<file path="src/rtl/clk_mux_ctrl_pkg.sv">
`default_nettype none
// ============================================================================
// Module   : clk_mux_ctrl_pkg
// Brief    : Shared FSM state encoding and counter width for clk_mux_ctrl.
// Revision : 1.0
// ============================================================================
package clk_mux_ctrl_pkg;

    localparam int unsigned c_cnt_width = 8;

    typedef enum logic [1:0] {
        ST_IDLE   = 2'd0,
        ST_GATE   = 2'd1,
        ST_SWITCH = 2'd2,
        ST_SETTLE = 2'd3
    } state_t;

endpackage
`default_nettype wire

</file>
<file path="src/rtl/clk_mux_ctrl_cnt.sv">
`default_nettype none
// ============================================================================
// Module   : clk_mux_ctrl_cnt
// Brief    : Loadable down-counter that stops at zero (never wraps).
// Revision : 1.0
// ============================================================================
module clk_mux_ctrl_cnt
    import clk_mux_ctrl_pkg::*;
(
    input  logic                   clk_i,
    input  logic                   rst_i,
    input  logic                   load_i,
    input  logic [c_cnt_width-1:0] load_val_i,
    input  logic                   en_i,
    output logic                   zero_o
);

    logic [c_cnt_width-1:0] r_count;

    always_ff @(posedge clk_i) begin
        if (rst_i) begin
            r_count <= '0;
        end else if (load_i) begin
            r_count <= load_val_i;
        end else if (en_i && (r_count != '0)) begin
            r_count <= r_count - 1'b1;
        end
    end

    assign zero_o = (r_count == '0);

endmodule
`default_nettype wire

</file>
<file path="src/rtl/clk_mux_ctrl.sv">
`default_nettype none
// ============================================================================
// Module   : clk_mux_ctrl
// Brief    : Glitch-safe clock mux select sequencer: gate, switch, settle.
// Revision : 1.0
// ============================================================================
module clk_mux_ctrl
    import clk_mux_ctrl_pkg::*;
#(
    parameter int unsigned GATE_CYCLES   = 4,
    parameter int unsigned SETTLE_CYCLES = 8,
    parameter logic        DEFAULT_SEL   = 1'b0
) (
    input  logic clk_i,
    input  logic rst_i,
    input  logic sel_req_i,
    input  logic req_valid_i,
    output logic req_ready_o,
    output logic clk_sel_o,
    output logic clk_en_o,
    output logic busy_o,
    output logic done_o
);

    // Counter reaches zero on the last cycle of the phase, hence the -1.
    localparam logic [c_cnt_width-1:0] c_gate_load   = c_cnt_width'(GATE_CYCLES - 1);
    localparam logic [c_cnt_width-1:0] c_settle_load = c_cnt_width'(SETTLE_CYCLES - 1);

    state_t                 r_state;
    state_t                 w_state_nxt;
    logic                   r_sel;
    logic                   r_en;
    logic                   r_done;
    logic                   r_sel_latched;
    logic                   w_sel_nxt;
    logic                   w_en_nxt;
    logic                   w_done_nxt;
    logic                   w_sel_latched_nxt;
    logic                   w_cnt_load;
    logic [c_cnt_width-1:0] w_cnt_load_val;
    logic                   w_cnt_en;
    logic                   w_cnt_zero;

    clk_mux_ctrl_cnt u_cnt (
        .clk_i      (clk_i),
        .rst_i      (rst_i),
        .load_i     (w_cnt_load),
        .load_val_i (w_cnt_load_val),
        .en_i       (w_cnt_en),
        .zero_o     (w_cnt_zero)
    );

    always_ff @(posedge clk_i) begin
        if (rst_i) begin
            r_state       <= ST_IDLE;
            r_sel         <= DEFAULT_SEL;
            r_en          <= 1'b1;
            r_done        <= 1'b0;
            r_sel_latched <= DEFAULT_SEL;
        end else begin
            r_state       <= w_state_nxt;
            r_sel         <= w_sel_nxt;
            r_en          <= w_en_nxt;
            r_done        <= w_done_nxt;
            r_sel_latched <= w_sel_latched_nxt;
        end
    end

    always_comb begin
        w_state_nxt       = r_state;
        w_sel_nxt         = r_sel;
        w_en_nxt          = r_en;
        w_done_nxt        = 1'b0;
        w_sel_latched_nxt = r_sel_latched;
        w_cnt_load        = 1'b0;
        w_cnt_load_val    = '0;
        w_cnt_en          = 1'b0;

        case (r_state)
            ST_IDLE: begin
                if (req_valid_i) begin
                    if (sel_req_i == r_sel) begin
                        w_done_nxt = 1'b1;
                    end else begin
                        w_sel_latched_nxt = sel_req_i;
                        w_en_nxt          = 1'b0;
                        w_cnt_load        = 1'b1;
                        w_cnt_load_val    = c_gate_load;
                        w_state_nxt       = ST_GATE;
                    end
                end
            end
            ST_GATE: begin
                w_cnt_en = 1'b1;
                // Select flips entering SWITCH, while the enable is still low.
                if (w_cnt_zero) begin
                    w_sel_nxt   = r_sel_latched;
                    w_state_nxt = ST_SWITCH;
                end
            end
            ST_SWITCH: begin
                w_cnt_load     = 1'b1;
                w_cnt_load_val = c_settle_load;
                w_state_nxt    = ST_SETTLE;
            end
            ST_SETTLE: begin
                w_cnt_en = 1'b1;
                if (w_cnt_zero) begin
                    w_en_nxt    = 1'b1;
                    w_done_nxt  = 1'b1;
                    w_state_nxt = ST_IDLE;
                end
            end
            default: begin
                w_state_nxt = ST_IDLE;
            end
        endcase
    end

    assign req_ready_o = (r_state == ST_IDLE);
    assign busy_o      = (r_state != ST_IDLE);
    assign clk_sel_o   = r_sel;
    assign clk_en_o    = r_en;
    assign done_o      = r_done;

endmodule
`default_nettype wire
</file>
<file path="config.mk">
export PLATFORM = sky130hd
export DESIGN_NAME = clk_mux_ctrl
export DESIGN_NICKNAME = d
export VERILOG_FILES = /design/src/rtl/clk_mux_ctrl_pkg.sv /design/src/rtl/clk_mux_ctrl_cnt.sv /design/src/rtl/clk_mux_ctrl.sv
export SDC_FILE = /design/constraint.sdc
export NUM_CORES = 1
export LEC_CHECK = 0
export ABC_AREA = 1
export ABC_CLOCK_PERIOD_IN_PS = 1640
export BUFFER_PORTS_ARGS = -buffer_cell sky130_fd_sc_hd__buf_2
export CAP_MARGIN = 10
export CORE_MARGIN = 2
export CORE_UTILIZATION = 51
export CTS_BUF_LIST = sky130_fd_sc_hd__clkbuf_8
export DETAILED_ROUTE_END_ITERATION = 10
export PLACE_DENSITY_LB_ADDON = 0.1
export SYNTH_ARGS = -nofsm -noshare
export SYNTH_HDL_FRONTEND = slang
export SYNTH_HIERARCHICAL = 1
export SYNTH_SLANG_ARGS = --single-unit
</file>
<file path="constraint.sdc">
create_clock -name clk_i -period 1.64 [get_ports clk_i]
set_input_delay 0.246 -clock clk_i [delete_from_list [all_inputs] [get_ports clk_i]]
set_output_delay 0.246 -clock clk_i [all_outputs]
set_load 0.02 [all_outputs]
</file>
==> run_results.csv, run 1 <==
group,metric,value,unit
worst_setup_path,critPathKind,"reg2out",
floorplan,die_h,48.4,microns
floorplan,core_area,1900,sq um
cts,cts-htree-levels,1,
floorplan,die_w,48.4,microns
sta,fmax,0.657,GHz
drt,drt-total-wl,2.14,mm
cts,post_cts_buffers,0,
finish,utilization,61.5,%
power_and_ir_drop,cellPowerDensity,2090,nW/um^2
cts,cts_buffers,3,
synth,syn_area_per_cell,6.14,sq um
cts,ctsRootBufferMaster,"clkbuf_8",
hold_path,hold_class,"in2reg",
drt,via_per_inst,4.68,
sta,hold_viol,0,
global_routing,grt_pass1_wl,3.71,mm
worst_setup_path,critPathMaxFanout,5,
finish,fin_cells,209,
sta,slew_violations,0,
cts,cts.sinks,14,
drt,via_count,978,
finish,layout_commonest_cell,"nand2_1",
worst_setup_path,start_kind,"flip-flop",
drt,firstDrtPassIters,4,
cts,cts_hold_buf,0,
synth,yosysWarnings,6,
outcome,status,"finished clean",
sta,period_share,92.8,%
synth,ys_types,23,
sta,setup_tns,0,ns
synth,synth_seq_area_share,27.8,%
sta,skew,0.00189,ns
finish,fillCellCount,191,
power_and_ir_drop,ir_drop,1.09,mV
synth,netlist_instances,164,
floorplan,dieArea,2350,sq um
finish,area_delta_synth_final,16.1,%
finish,final_cell_mix,"nand2_1 (47), inv_1 (24), nand3_1 (18), nor2_1 (18), dfxtp_1 (13)",
drt,drc,0,
global_routing,grt_usage,20.0,%
place,dp_cells,206,
floorplan,rows,16,
synth,ys_ff_latch,14,
finish,regArea,282,sq um
cts,post_cts_resize_count,0,
synth,syn_area,1010,sq um
power_and_ir_drop,p_leak,0.000635,uW
cts,worstSkewPairLatency,0.24,ns
place,io_buffers,8,
global_routing,overflow,0,
global_routing,grt_antenna_before_repair,0,
finish,layout.nets,195,
drt,drt_iter0_drc,19,
cts,cts_tree,"built",
floorplan,ioPinCount,9,
worst_setup_path,arrival,1.28,ns
cts,cts_buffer_depth,2,
flow_run,max_cap_viol_count,0,
drt,avgRoutedWirePerCell,10.2,microns
worst_setup_path,end_kind,"output port",
sta,rsz0062_at_grt,"false",
sta,finalSetupViolCount,0,
global_routing,grt_max_degree,11,
global_routing,grt_pass1_vias,893,
cts,clk_pin_slew,0.06,ns
drt,antenna_left,0,
worst_setup_path,worstPathRequired,1.39,ns
finish,drive_gt1_share,17.6,%
sta,fin_crit,1.52,ns
place,gp_congestion,0.871,
place,hpwl,1.73,mm
finish,multi_input_area,637,sq um
finish,num_antenna_cells,0,
floorplan,initial_core_util,53.0,%
## flip-flops by register name, summed over array words and instances, names as in the netlist
| name | cells |
|---|---|
| clk_sel_o | 1 |
| clk_en_o | 1 |
| r_state | 2 |
| u_cnt/r_count | 8 |
| r_sel_latched | 1 |
| done_o | 1 |
## worst paths after layout
kind                            slack [ns]  cells past startpoint  startpoint          endpoint
worst min-delay path                  0.28                      2       rst_i  u_cnt/r_count[3]
worst max-delay path                  0.12                      5  r_state[0]            busy_o
worst min register to register        0.45                      2    clk_en_o          clk_en_o
worst max register to register        0.13                      9  r_state[0]  u_cnt/r_count[7]
## critical path, cell delays in order (launching register included)
cell	delay, ns
dfxtp_1	0.36
inv_1	0.11
ha_1	0.22
buf_4	0.14
inv_2	0.04
buf_2	0.15
## cells in the mapped netlist
cell,instances,area share (%)
nand4_1,4,2.5
nor2_1,19,7.1
o21ai_0,4,2.0
o21ai_1,2,0.99
nor3_1,1,0.50
xnor2_1,1,0.87
ha_1,7,8.7
inv_1,24,8.9
nand2_1,48,18
nand4_2,1,1.2
or2_2,2,1.2
nand2_4,2,2.2
clkinv_2,1,0.50
nand2_2,2,1.2
a21oi_1,6,3.0
nor2_2,1,0.62
dfxtp_1,14,28
or2_4,1,0.87
clkbuf_1,1,0.37
conb_1,1,0.37
inv_2,3,1.1
nand3_1,18,8.9
nand3_2,1,0.99
## metrics by stage
step / area (sq um) / power (uW) / hold WS, ns / setup slack, ns
after global placement: 1120 / 2120 / 0.440 / 0.184
final: 1170 / 2450 / 0.279 / 0.118
after floorplan: 1020 / 1800 / 0.315 / 0.119
after detailed placement: 1120 / 2150 / 0.438 / 0.132
after global routing: 1170 / 2730 / 0.286 / 0.0127
after CTS: 1160 / 2440 / 0.270 / 0.108
## where the power goes
group | internal [uW] | leakage [uW] | switching, uW | total (uW)
Combinational | 593 | 0.000498 | 1000 | 1600
Sequential | 471 | 0.000116 | 107 | 578
Clock | 162 | 0.0000216 | 110 | 272
## area by class of cell
type                            instances  share of cell area, %
Inverter                               28                   9.09
Timing Repair Buffer                   12                   5.99
Sequential cell                        14                   24.1
Tap cell                               27                   2.89
Clock buffer                            3                   3.53
Multi-Input combinational cell        125                   54.4
## cells by family after synthesis
kind of cell               synth area share, %
and+or+nand+nor                           45.3
adders and majority gates                 8.70
xor gates and xnor gates                 0.870
AOI/OAI and AO/OA                         5.96
other                                    0.372
buffers and inverters                     10.9
DFF                                       27.8
## layer usage
metal | up-vias | GRT usage (%) | wire, microns
li1 | 540 | - | -
met1 | 428 | 22.8 | 967
met2 | 8 | 37.7 | 1120
met3 | 2 | 2.78 | 35
met4 | 0 | 7.14 | 13
met5 | - | 0 | 0
(Power assumes the default switching activity.)
==> inputs of run 2 (changes only) <==
MAX_ROUTING_LAYER = met4   (was not set)
SYNTH_HIERARCHICAL = not set   (was 1)
==> run 2 against run 1 <==
  * Total power fell by 12%
  * Largest power group unchanged
  * First-iteration DRC count down 79%
  * Largest cell class unchanged
  * Hold slack worse by 0.011 ns
  * Critical path depth increased by 5
  * Final area decreased by 13%
  * Global-route usage increased by 0.30 points
  * Synthesized cell count down 21%
  * Wire length down 17%
==> run_results.csv, run 2 <==
group,metric,value,unit
finish,largest_register,"u_cnt.r_count",
place,io_buffers,8,
synth,netlist_instances,129,
finish,utilization,61.0,%
finish,regArea,283,sq um
floorplan,rows,15,
worst_setup_path,crit_buf_inv,4,
synth,synth_most_common_cell,"nand2_1",
sta,fmax,0.683,GHz
worst_setup_path,critPathKind,"reg2reg",
sta,setup_slack,0.176,ns
place,dp_slack,0.105,ns
cts,ctsRootBufferMaster,"clkbuf_8",
cts,worstSkewPairLatency,0.24,ns
cts,cts.sinks,14,
drt,via_per_inst,4.99,
finish,drive_gt1_share,21.1,%
cts,cts_buffers,3,
worst_setup_path,regToRegSetupSlack,0.18,ns
sta,period_share,89.3,%
flow_run,max_cap_viol_count,0,
finish,final_cell_mix,"nand2_1 (33), nor2_1 (18), inv_1 (15), dfxtp_1 (12), a21oi_1 (9)",
worst_setup_path,crit_path_max_incr_delay,0.35,ns
sta,setup_tns,0,ns
worst_setup_path,critPathMaxFanout,6,
synth,synth.top_cell.area_share,31.6,%
synth,syn_area,886,sq um
sta,relSlewSlack,83.7,%
hold_path,hold_class,"in2reg",
cts,cts_buffer_depth,2,
floorplan,dieArea,2090,sq um
worst_setup_path,r2r_start,"r_state[0]",
power_and_ir_drop,p_leak,0.000501,uW
synth,async_flop_share,0,%
power_and_ir_drop,intPower,1120,uW
drt,avgRoutedWirePerCell,11.2,microns
global_routing,grt_usage,20.3,%
worst_setup_path,crit_start,"r_state[0]",
finish,num_antenna_cells,0,
sta,hold_viol,0,
synth,synthFlopType,"dfxtp_1",
power_and_ir_drop,swShare,47.7,%
power_and_ir_drop,clkPwrFrac,15.6,%
worst_setup_path,rr_endpoint,"u_cnt.r_count[1]",
worst_setup_path,arrival,1.60,ns
sta,fin_crit,1.46,ns
synth,synth_area_leader_cell,"dfxtp_1",
power_and_ir_drop,ir_drop,1.01,mV
finish,multi_input_area,536,sq um
worst_setup_path,start_kind,"flip-flop",
sta,hold_ws,0.268,ns
drt,antenna_left,0,
drt,firstDrtPassIters,4,
worst_setup_path,cp.depth,10,
finish,layout_commonest_cell,"nand2_1",
synth,yosysWarnings,0,
place,hpwl,1.44,mm
worst_setup_path,cp_cell_sequence,"inv_1 -> ha_2 -> nand2_1 -> inv_1 -> nand2_1 -> nand2_2 -> inv_2 -> nand2_1 -> o21bai_1 -> inv_1",
finish,area_delta_synth_final,15.0,%
sta,tightest_slew,0.244,ns
worst_setup_path,end_kind,"flip-flop",
finish,fillCellCount,178,
finish,layout.nets,155,
power_and_ir_drop,power.net_switching,1020,uW
global_routing,grt_pass1_wl,2.97,mm
power_and_ir_drop,cellPowerDensity,2110,nW/um^2
global_routing,grt_pass1_vias,742,
cts,cts-htree-levels,1,
floorplan,core_area,1670,sq um
cts,cts_hold_buf,0,
worst_setup_path,reg2reg_depth,10,
global_routing,overflow,0,
floorplan,die_w,45.7,microns
sta,slew_violations,0,
cts,cts_tree,"built",
worst_setup_path,endpoint,"u_cnt.r_count[1]",
synth,synth_seq_area_share,31.6,%
drt,drt-total-wl,1.78,mm
drt,drc,0,
power_and_ir_drop,sequentialPowerShare,26.1,%
worst_setup_path,worstPathRequired,1.78,ns
worst_setup_path,critPathTopFamily,"simple AND/OR/NAND/NOR gates",
power_and_ir_drop,pwr-share-comb,58.3,%
synth,synth_commonest_cells,"nand2_1 (33), nor2_1 (18), inv_1 (15)",
floorplan,die_h,45.7,microns
finish,reg.largest.list,"u_cnt.r_count: 8 flops, r_state: 2 flops",
floorplan,ioPinCount,9,
synth,ys_types,23,
finish,largest_register_ffs,8,
global_routing,grt_max_degree,9,
sta,skew,0.00163,ns
synth,synth_edf_count,0,
place,gp_congestion,0.883,
drt,drt_iter0_drc,4,
global_routing,grt_antenna_before_repair,0,
synth,syn_nets,141,
worst_setup_path,critPathSlowestCell,"dfxtp_2",
floorplan,initial_core_util,53.0,%
sta,rsz0062_at_grt,"false",
outcome,status,"finished clean",
sta,finalSetupViolCount,0,
synth,syn_area_per_cell,6.87,sq um
drt,via_count,793,
synth,synth_area_leaders,"dfxtp_1 (32%), nand2_1 (14%), ha_1 (11%), nor2_1 (7.6%), inv_1 (6.4%)",
cts,clk_pin_slew,0.06,ns
synth,ys_ff_latch,14,
run 2: cells by family after synthesis:
family          after synthesis  share of synthesized area, %
buf+inv                      19                          8.19
flops                        14                          31.6
simple gates                 72                          37.7
fa+ha+maj                     8                          11.3
compound gates               16                          11.2
run 2: timing repair:
item,CTS,global route
buffers inserted,0,0
resized for setup,0,3
setup endpoints to repair,0,7
run 2: area by class of cell:
| class | count | area share, % |
|---|---|---|
| clock buffer | 4 | 5.41 |
| timing repair buffer | 10 | 5.41 |
| multi-input combinational | 96 | 52.6 |
| sequential | 14 | 27.8 |
| inverter | 18 | 6.76 |
| tap | 17 | 2.09 |
run 2: through the flow:
| step | std cells | power (uW) | instance area (sq um) |
|---|---|---|---|
| floorplan | 129 | 1530 | 886 |
| global placement | 155 | 1780 | 958 |
| detailed placement | 155 | 1810 | 958 |
| CTS | 159 | 2150 | 1010 |
| global route | 159 | 2350 | 1020 |
| finish | 159 | 2150 | 1020 |
run 2: worst min-delay path by stage:
stage / start / endpoint / slack [ns] / depth (start not counted)
final: rst_i / u_cnt.r_count[3] / 0.27 / 2
after global routing: rst_i / u_cnt.r_count[5] / 0.28 / 2
after global placement: u_cnt.r_count[7] / u_cnt.r_count[7] / 0.46 / 2
after CTS: rst_i / u_cnt.r_count[3] / 0.27 / 2
after floorplan: u_cnt.r_count[7] / u_cnt.r_count[7] / 0.45 / 2
after detailed placement: u_cnt.r_count[7] / u_cnt.r_count[7] / 0.47 / 2
run 2: layer usage:
metal	global-route usage, %	up-vias	share of wire [%]	routed length [microns]
li1	-	429	-	-
met1	23.4	347	47	828
met2	34.1	12	49	871
met3	3.57	5	2.4	42
met4	8.82	0	1.9	34
met5	-	-	0	0
run 2: power groups by stage:
stage	clock, uW	sequential, uW	combinational (uW)
finish	335	560	1250
global route	358	576	1420
CTS	345	553	1250
detailed placement	0	560	1250
global placement	0	557	1230
floorplan	0	563	969
